## src/rtl/sram1rw_req_ctrl.sv

```systemverilog
// sram1rw_req_ctrl: request/response front end for a 1RW SRAM macro.
// Optional write acks via macro SRAM_CTRL_WRITE_ACK_EN.
//
// Ports:
//   clock, reset_n            clock (also macro CE), async active-low reset
//   req_valid/req_ready       request handshake
//   req_write/req_addr/req_wdata  request payload
//   rsp_valid/rsp_ready       response handshake
//   rsp_rdata/rsp_write       response payload (head of response FIFO)
//   sram_A/I/CSB/WEB/OEB/O    macro pins
//   busy                      a read is in flight or buffered
module sram1rw_req_ctrl #(
  parameter int ADDR_W    = 10,
  parameter int DATA_W    = 32,
  parameter int RSP_DEPTH = 2
) (
  input  logic              clock,
  input  logic              reset_n,
  input  logic              req_valid,
  output logic              req_ready,
  input  logic              req_write,
  input  logic [ADDR_W-1:0] req_addr,
  input  logic [DATA_W-1:0] req_wdata,
  output logic              rsp_valid,
  input  logic              rsp_ready,
  output logic [DATA_W-1:0] rsp_rdata,
  output logic              rsp_write,
  output logic [ADDR_W-1:0] sram_A,
  output logic [DATA_W-1:0] sram_I,
  output logic              sram_CSB,
  output logic              sram_WEB,
  output logic              sram_OEB,
  input  logic [DATA_W-1:0] sram_O,
  output logic              busy
);

  localparam int PW = $clog2(RSP_DEPTH);
  localparam int CW = PW + 1;
  localparam int OW = CW + 1;

  logic              pending;
  logic [PW-1:0]     wptr;
  logic [PW-1:0]     rptr;
  logic [CW-1:0]     count;
  logic [DATA_W-1:0] mem [RSP_DEPTH];
  logic [OW-1:0]     occ;
  logic [OW-1:0]     occ_left;
  logic              pop;
  logic              push;
  logic              accept;
  logic              take;
  logic [DATA_W-1:0] push_data;

  assign rsp_valid = count != '0;
  assign pop       = rsp_valid & rsp_ready;
  assign occ       = {1'b0, count} + OW'(pending);
  // a pop this cycle frees its slot in time for a new accept
  assign occ_left  = occ - OW'(pop);
  assign req_ready = reset_n & (occ_left < OW'(RSP_DEPTH));
  assign accept    = req_valid & req_ready;
  assign busy      = occ != '0;
  assign push      = pending;

  assign sram_A = req_addr;
  assign sram_I = req_wdata;

  always_comb begin
    sram_CSB = 1'b1;
    sram_WEB = 1'b1;
    sram_OEB = 1'b1;
    if (accept) begin
      sram_CSB = 1'b0;
      if (req_write) sram_WEB = 1'b0;
      else           sram_OEB = 1'b0;
    end
  end

`ifdef SRAM_CTRL_WRITE_ACK_EN
  logic                pend_wr;
  logic [RSP_DEPTH-1:0] wflag;

  assign take      = accept;
  assign push_data = pend_wr ? '0 : sram_O;
  assign rsp_write = wflag[rptr];

  always_ff @(posedge clock or negedge reset_n) begin
    if (!reset_n) begin
      pend_wr <= 1'b0;
      wflag   <= '0;
    end else begin
      pend_wr <= req_write;
      if (push) wflag[wptr] <= pend_wr;
    end
  end
`else
  assign take      = accept & ~req_write;
  assign push_data = sram_O;
  assign rsp_write = 1'b0;
`endif

  // pending marks the cycle in which macro O carries the
  // data of the op accepted in the previous cycle
  always_ff @(posedge clock or negedge reset_n) begin
    if (!reset_n) pending <= 1'b0;
    else          pending <= take;
  end

  always_ff @(posedge clock or negedge reset_n) begin
    if (!reset_n) begin
      wptr  <= '0;
      rptr  <= '0;
      count <= '0;
      for (int i = 0; i < RSP_DEPTH; i++) mem[i] <= '0;
    end else begin
      if (push) begin
        mem[wptr] <= push_data;
        wptr      <= wptr + PW'(1);
      end
      if (pop) rptr <= rptr + PW'(1);
      if (push && !pop)      count <= count + CW'(1);
      else if (pop && !push) count <= count - CW'(1);
    end
  end

  assign rsp_rdata = mem[rptr];

endmodule

```

## config.mk

```make
export PLATFORM = sky130hd
export DESIGN_NAME = sram1rw_req_ctrl
export DESIGN_NICKNAME = d
export VERILOG_FILES = /design/src/rtl/sram1rw_req_ctrl.sv
export SDC_FILE = /design/constraint.sdc
export NUM_CORES = 1
export LEC_CHECK = 0
export CORE_ASPECT_RATIO = 0.5
export CORE_UTILIZATION = 41
export DETAILED_ROUTE_END_ITERATION = 12
export GPL_TIMING_DRIVEN = 0
export PLACE_DENSITY = 0.84
export SETUP_SLACK_MARGIN = 0.02
export SLEW_MARGIN = 20
export SYNTH_ARGS = -nofsm -noshare
export SYNTH_HDL_FRONTEND = slang
export SYNTH_SLANG_ARGS = --single-unit
```

## constraint.sdc

```tcl
create_clock -name clock -period 3.2 [get_ports clock]
set_clock_uncertainty 0.05 [all_clocks]
set_input_delay 0.8 -clock clock [delete_from_list [all_inputs] [get_ports clock]]
set_output_delay 0.8 -clock clock [all_outputs]
set_load 0.02 [all_outputs]
```

### Word-level counts from Yosys, hierarchy flattened

Index checks and enable logic that the tools add are counted.

| cells by class | value |
|---|---|
| $add $sub $neg | 6 |
| $lt $le $gt $ge | 4 |
| bitwise gates (word level) | 7 |
| reduce and logical (&&, ||, !) cells | 8 |
| mux-type cells | 13 |

Operators by type and width:

| operator | number |
|---|---|
| two-way mux 32 bit | 4 |
| bitwise mux 64 bit | 1 |
| demux 32 bit (select 1 bit) | 1 |
| two-way mux 1 bit | 5 |
| bitwise AND 1 bit | 4 |
| >= comparator 2 bit, second input constant | 2 |
| two-way mux 2 bit | 2 |
| inverter 1 -> 2 bit | 2 |
| nonzero test 2 bit | 2 |
| adder 2 x 1 -> 3 bit | 1 |
| logical AND 1 bit | 3 |
| < comparator 3 x 2 -> 1 bit, second input constant | 1 |
| nonzero test 3 bit | 1 |
| subtractor 3 x 1 -> 3 bit | 1 |
| adder 1 bit, second input constant | 2 |
| adder 2 x 1 -> 2 bit, second input constant | 1 |
| logical NOT 1 bit | 2 |
| < comparator 2 x 1 -> 1 bit, second input constant | 1 |
| subtractor 2 x 1 -> 2 bit, second input constant | 1 |
| inverter 1 bit | 1 |

| storage, ports and cells | value |
|---|---|
| logic and storage cells | 44 |
| register bits after elaboration | 69 |
| bits of input ports | 79 |
| output and inout bits | 81 |

### Longest topological paths before layout

| logic depth | value |
|---|---|
| depth after elaboration | 7 |
| gate-level depth with buffers | 7 |

### Worst setup path after synthesis

No wires, ideal clock.

| timing | value |
|---|---|
| kind | register to output |
| start | register count[0] |
| end | output sram_OEB |
| required time | 2,350 ps |
| arrival | 2,011 ps |
| path slack | 339 ps |
| stages on the path, launching flop included | 8 |
| path buffers | 0 |
| path through | dfrtp_1 > or2_2 > nand2_1 > nor2_1 > ha_1 > xnor2_1 > nand4_1 > or2_2 |

| between the ends | value |
|---|---|
| word-level cells in the longest chain between the ends | 7 |
| elaborated cells on any way between the ends | 8 |

RTL lines:

| item | RTL line | source |
|---|---|---|
| start, declared | 44 | `logic [CW-1:0] count;` |
| start signal, assigned | 120 | `if (push && !pop) count <= count + CW'(1);` |
| start signal, assigned | 121 | `else if (pop && !push) count <= count - CW'(1);` |
| nonzero test 2 bit | 54 | `assign rsp_valid = count != '0;` |
| named net rsp_valid | 24 | `output logic rsp_valid,` |
| bitwise AND 1 bit | 55 | `assign pop = rsp_valid & rsp_ready;` |
| subtractor 3 x 1 -> 3 bit | 58 | `assign occ_left = occ - OW'(pop);` |
| < comparator 3 x 2 -> 1 bit | 59 | `assign req_ready = reset_n & (occ_left < OW'(RSP_DEPTH));` |
| bitwise AND 1 bit | 59 |  |
| bitwise AND 1 bit | 60 | `assign accept = req_valid & req_ready;` |
| two-way mux 1 bit | 71 | `if (accept) begin` |
| end, declared | 32 | `output logic sram_OEB,` |

The timed path passes the listed nets, and every way through them passes these cells.

### Worst setup path in the final report

| timing | value |
|---|---|
| start | register pending |
| end | output sram_OEB |

| between the ends | value |
|---|---|
| word-level cells in the longest chain between the ends | 6 |

RTL lines:

| item | RTL line | source |
|---|---|---|
| start, declared | 41 | `logic pending;` |
| start signal, assigned | 105 | `else pending <= take;` |
| adder 2 x 1 -> 3 bit | 56 | `assign occ = {1'b0, count} + OW'(pending);` |
| subtractor 3 x 1 -> 3 bit | 58 |  |
| < comparator 3 x 2 -> 1 bit | 59 |  |
| bitwise AND 1 bit | 59 |  |
| bitwise AND 1 bit | 60 |  |
| two-way mux 1 bit | 71 |  |

No other way between the ends.

==> metrics.txt <==
# TYPE chip_impl_metric gauge
chip_impl_metric{name="drt_first_iter_violations",unit=""} 71
chip_impl_metric{name="grt_overflow",unit=""} 0
chip_impl_metric{name="buffer_ports.inserted",unit=""} 116
chip_impl_metric{name="powerDensity",unit="nW/um^2"} 1020
chip_impl_info{name="commonest_cells_after_routing_fill_and_taps_aside",value="sky130_fd_sc_hd__clkdlybuf4s50_1, sky130_fd_sc_hd__mux2_2, sky130_fd_sc_hd__dfrtp_1"} 1
chip_impl_metric{name="area_growth",unit="%"} 50.9
chip_impl_metric{name="antenna_violations_before_repair",unit=""} 0
chip_impl_metric{name="first_pass_iters",unit=""} 6
chip_impl_info{name="critPathCaptureType",value="output port"} 1
chip_impl_metric{name="post_detailed_route_drc_marker_count",unit=""} 0
chip_impl_metric{name="via_count",unit=""} 2290
chip_impl_metric{name="width_of_the_chip",unit="um"} 131
chip_impl_metric{name="synth.avg_cell_area",unit="um^2"} 14.1
chip_impl_info{name="rsz0062_at_grt",value="no"} 1
chip_impl_metric{name="vdd.ir_drop.worst",unit="mV"} 0.433
chip_impl_metric{name="met2_length",unit="um"} 4300
chip_impl_metric{name="synth.ff_latch_count",unit=""} 69
chip_impl_metric{name="timing.final.hold_violations",unit=""} 0
chip_impl_metric{name="placementRows",unit=""} 23
chip_impl_metric{name="synth-seq-area-share",unit=""} 0.505
chip_impl_metric{name="grt_pass1_vias",unit=""} 2437
chip_impl_metric{name="maxCapViolCount",unit=""} 0
chip_impl_metric{name="grt_start_max_net_pins",unit=""} 55
chip_impl_metric{name="cts_htree_levels",unit=""} 3
chip_impl_metric{name="tritoncts.num_buffers",unit=""} 9
chip_impl_metric{name="die-area",unit="um^2"} 8720
chip_impl_metric{name="finalNetCount",unit=""} 456
chip_impl_info{name="start_kind",value="flip-flop"} 1
chip_impl_metric{name="leakage_power_total",unit="uW"} 0.00224
chip_impl_metric{name="worst_path_largest_cell_delay",unit="ns"} 0.43
chip_impl_metric{name="core_region_area",unit="um^2"} 8030
chip_impl_metric{name="layout-drive-gt1-share",unit=""} 0.476
chip_impl_metric{name="avgViaCountPerCell",unit=""} 4.67
chip_impl_info{name="critPathKind",value="flip-flop to output port"} 1
chip_impl_metric{name="gp_routability_congestion",unit=""} 0.706
chip_impl_metric{name="postSynthNetCount",unit=""} 326
chip_impl_metric{name="grt_first_pass_wirelength",unit="um"} 11900
chip_impl_metric{name="syn-cell-area",unit="um^2"} 3420
chip_impl_metric{name="grt_usage",unit=""} 0.186
chip_impl_metric{name="worst-endpoint-arrival",unit="ns"} 2.22
chip_impl_info{name="timing.critical_path.mode_cell",value="sky130_fd_sc_hd__ha_2"} 1
chip_impl_metric{name="totalNegativeSetupSlack",unit="ns"} 0
chip_impl_metric{name="timing.final.crit_period",unit="ns"} 3.07
chip_impl_info{name="tritoncts",value="yes"} 1
chip_impl_metric{name="final-setup-viol-count",unit=""} 0
chip_impl_metric{name="yosysWarningCount",unit=""} 0
chip_impl_info{name="crit_slowest_cell",value="sky130_fd_sc_hd__dfrtp_2"} 1
chip_impl_info{name="layout_commonest_cell",value="sky130_fd_sc_hd__clkdlybuf4s50_1"} 1
chip_impl_metric{name="die_y",unit="um"} 66.5
chip_impl_metric{name="cp_data_required_time",unit="ns"} 2.35
chip_impl_info{name="crit_family",value="adder cells"} 1
chip_impl_metric{name="post_drt_wl_per_cell",unit="um"} 15.8
chip_impl_info{name="cp_cell_sequence",value="ha_2 > ha_4 > inv_1 > ha_2 > xnor2_2 > nand4_1 > or2_4 > buf_4"} 1
chip_impl_metric{name="r2r_slack",unit="ns"} 1.48
chip_impl_metric{name="critical_path.max_fanout",unit=""} 5
chip_impl_metric{name="final_antenna_net_count",unit=""} 0
chip_impl_info{name="run_status",value="finished clean"} 1
chip_impl_metric{name="max_freq",unit="GHz"} 0.326
chip_impl_metric{name="clock_insertion_delay_worst_skew",unit="ns"} 0.33
chip_impl_info{name="hold_path_class",value="primary input to asynchronous set/reset pin"} 1
chip_impl_info{name="cts_root_buffer",value="sky130_fd_sc_hd__clkbuf_16"} 1
chip_impl_metric{name="whs",unit="ns"} 0.293
chip_impl_metric{name="met3_wirelength",unit="um"} 474
chip_impl_metric{name="final_worst_path_cycle_share",unit=""} 0.959
chip_impl_metric{name="floorplan.initialDensity",unit=""} 0.425
chip_impl_metric{name="io_pins",unit=""} 160
chip_impl_metric{name="path_clk_slew",unit="ns"} 0.05
chip_impl_info{name="top_signal_layer_used",value="met4"} 1
chip_impl_metric{name="cts_sinks",unit=""} 69
chip_impl_metric{name="dpl.hpwl",unit="um"} 5700
chip_impl_metric{name="netlist-cell-type-count",unit=""} 20
chip_impl_metric{name="total_detailed_routing_wirelength",unit="um"} 7720
chip_impl_metric{name="routedLengthMet1",unit="um"} 2900
chip_impl_metric{name="critical_path_buf_inv_count",unit=""} 2
chip_impl_metric{name="finalMaxSlewViolations",unit=""} 0
chip_impl_metric{name="postSynthCellCount",unit=""} 243
chip_impl_metric{name="antenna_cells",unit=""} 0
chip_impl_metric{name="clockBufferDepth",unit=""} 2
-- path summary, 6_finish.rpt --
path | depth (start not counted) | end | start
setup / recovery | 8 | sram_OEB | pending
hold / removal | 1 | mem[55] | reset_n
setup reg to reg | 7 | pending | pending
hold reg to reg | 1 | mem[17] | mem[17]
max in group asynchronous | 2 | mem[7] | reset_n
min in group clock | 1 | mem[17] | mem[17]
-- what timing repair did --
item                                   4_1_cts  5_1_grt
hold buffers                                 0        0
gates resized for setup                     10        9
endpoints found under the hold margin        0        0
setup endpoints to repair                    4        4
buffers inserted                             0        2
pin swaps                                    2        6
-- layout make-up --
cell class,count,area [um^2]
buffer,54,407
inverter,1,3.75
timing repair buffer,119,1200
clock buffer,10,229
tap,112,140
fill,569,2880
sequential,69,1730
multi-input combinational,119,1310
clock inverter,6,135
-- cells by family (layout without fill, tap and decap cells) --
family / Yosys count / after routing / share of synthesized area
other: 1 / 1 / 0.00110
and+or+nand+nor: 12 / 12 / 0.0180
adders and majority gates: 4 / 4 / 0.0147
muxes: 96 / 96 / 0.325
DFF: 69 / 69 / 0.505
buffers and inverters: 55 / 190 / 0.120
xor gates and xnor gates: 6 / 6 / 0.0154
-- Yosys cell counts, drive strengths merged --
master | n | area share
and3 | 1 | 0.0018
buf | 54 | 0.12
conb | 1 | 0.0011
dfrtp | 69 | 0.51
ha | 4 | 0.015
inv | 1 | 0.0011
mux2 | 96 | 0.33
nand2 | 2 | 0.0022
nand3 | 1 | 0.0015
nand4 | 1 | 0.0018
nor2 | 3 | 0.0033
nor2b | 1 | 0.0018
or2 | 2 | 0.0037
or3 | 1 | 0.0018
xnor2 | 3 | 0.0077
xor2 | 3 | 0.0077
-- sequential cells by signal, summed over array words and instances (netlist names) --
name	flops
wptr	1
rptr	1
pending	1
mem	64
count	2
-- per-stage QoR --
step	area, um^2	util	std cells	power, uW	setup slack [ns]
finish	5150	0.642	490	5230	0.131
global route	5150	0.642	490	5500	0.0278
global placement	4720	0.588	471	3900	-2.33
detailed placement	4740	0.591	472	4030	-0.455
floorplan	3420	-	243	3010	0.339
CTS	5100	0.635	488	5250	-0.0297
-- power breakdown --
part           internal [uW]  switching (uW)  total, uW
sequential              1310             234       1540
combinational           1420            1080       2490
clock                    839             357       1200
-- per-layer routing --
metal	vias up	track usage
li1	1049	-
met1	1131	0.195
met5	-	0
met4	0	0.0474
met2	104	0.362
met3	6	0.0594
Note: power is estimated with default switching activity, not from simulation.
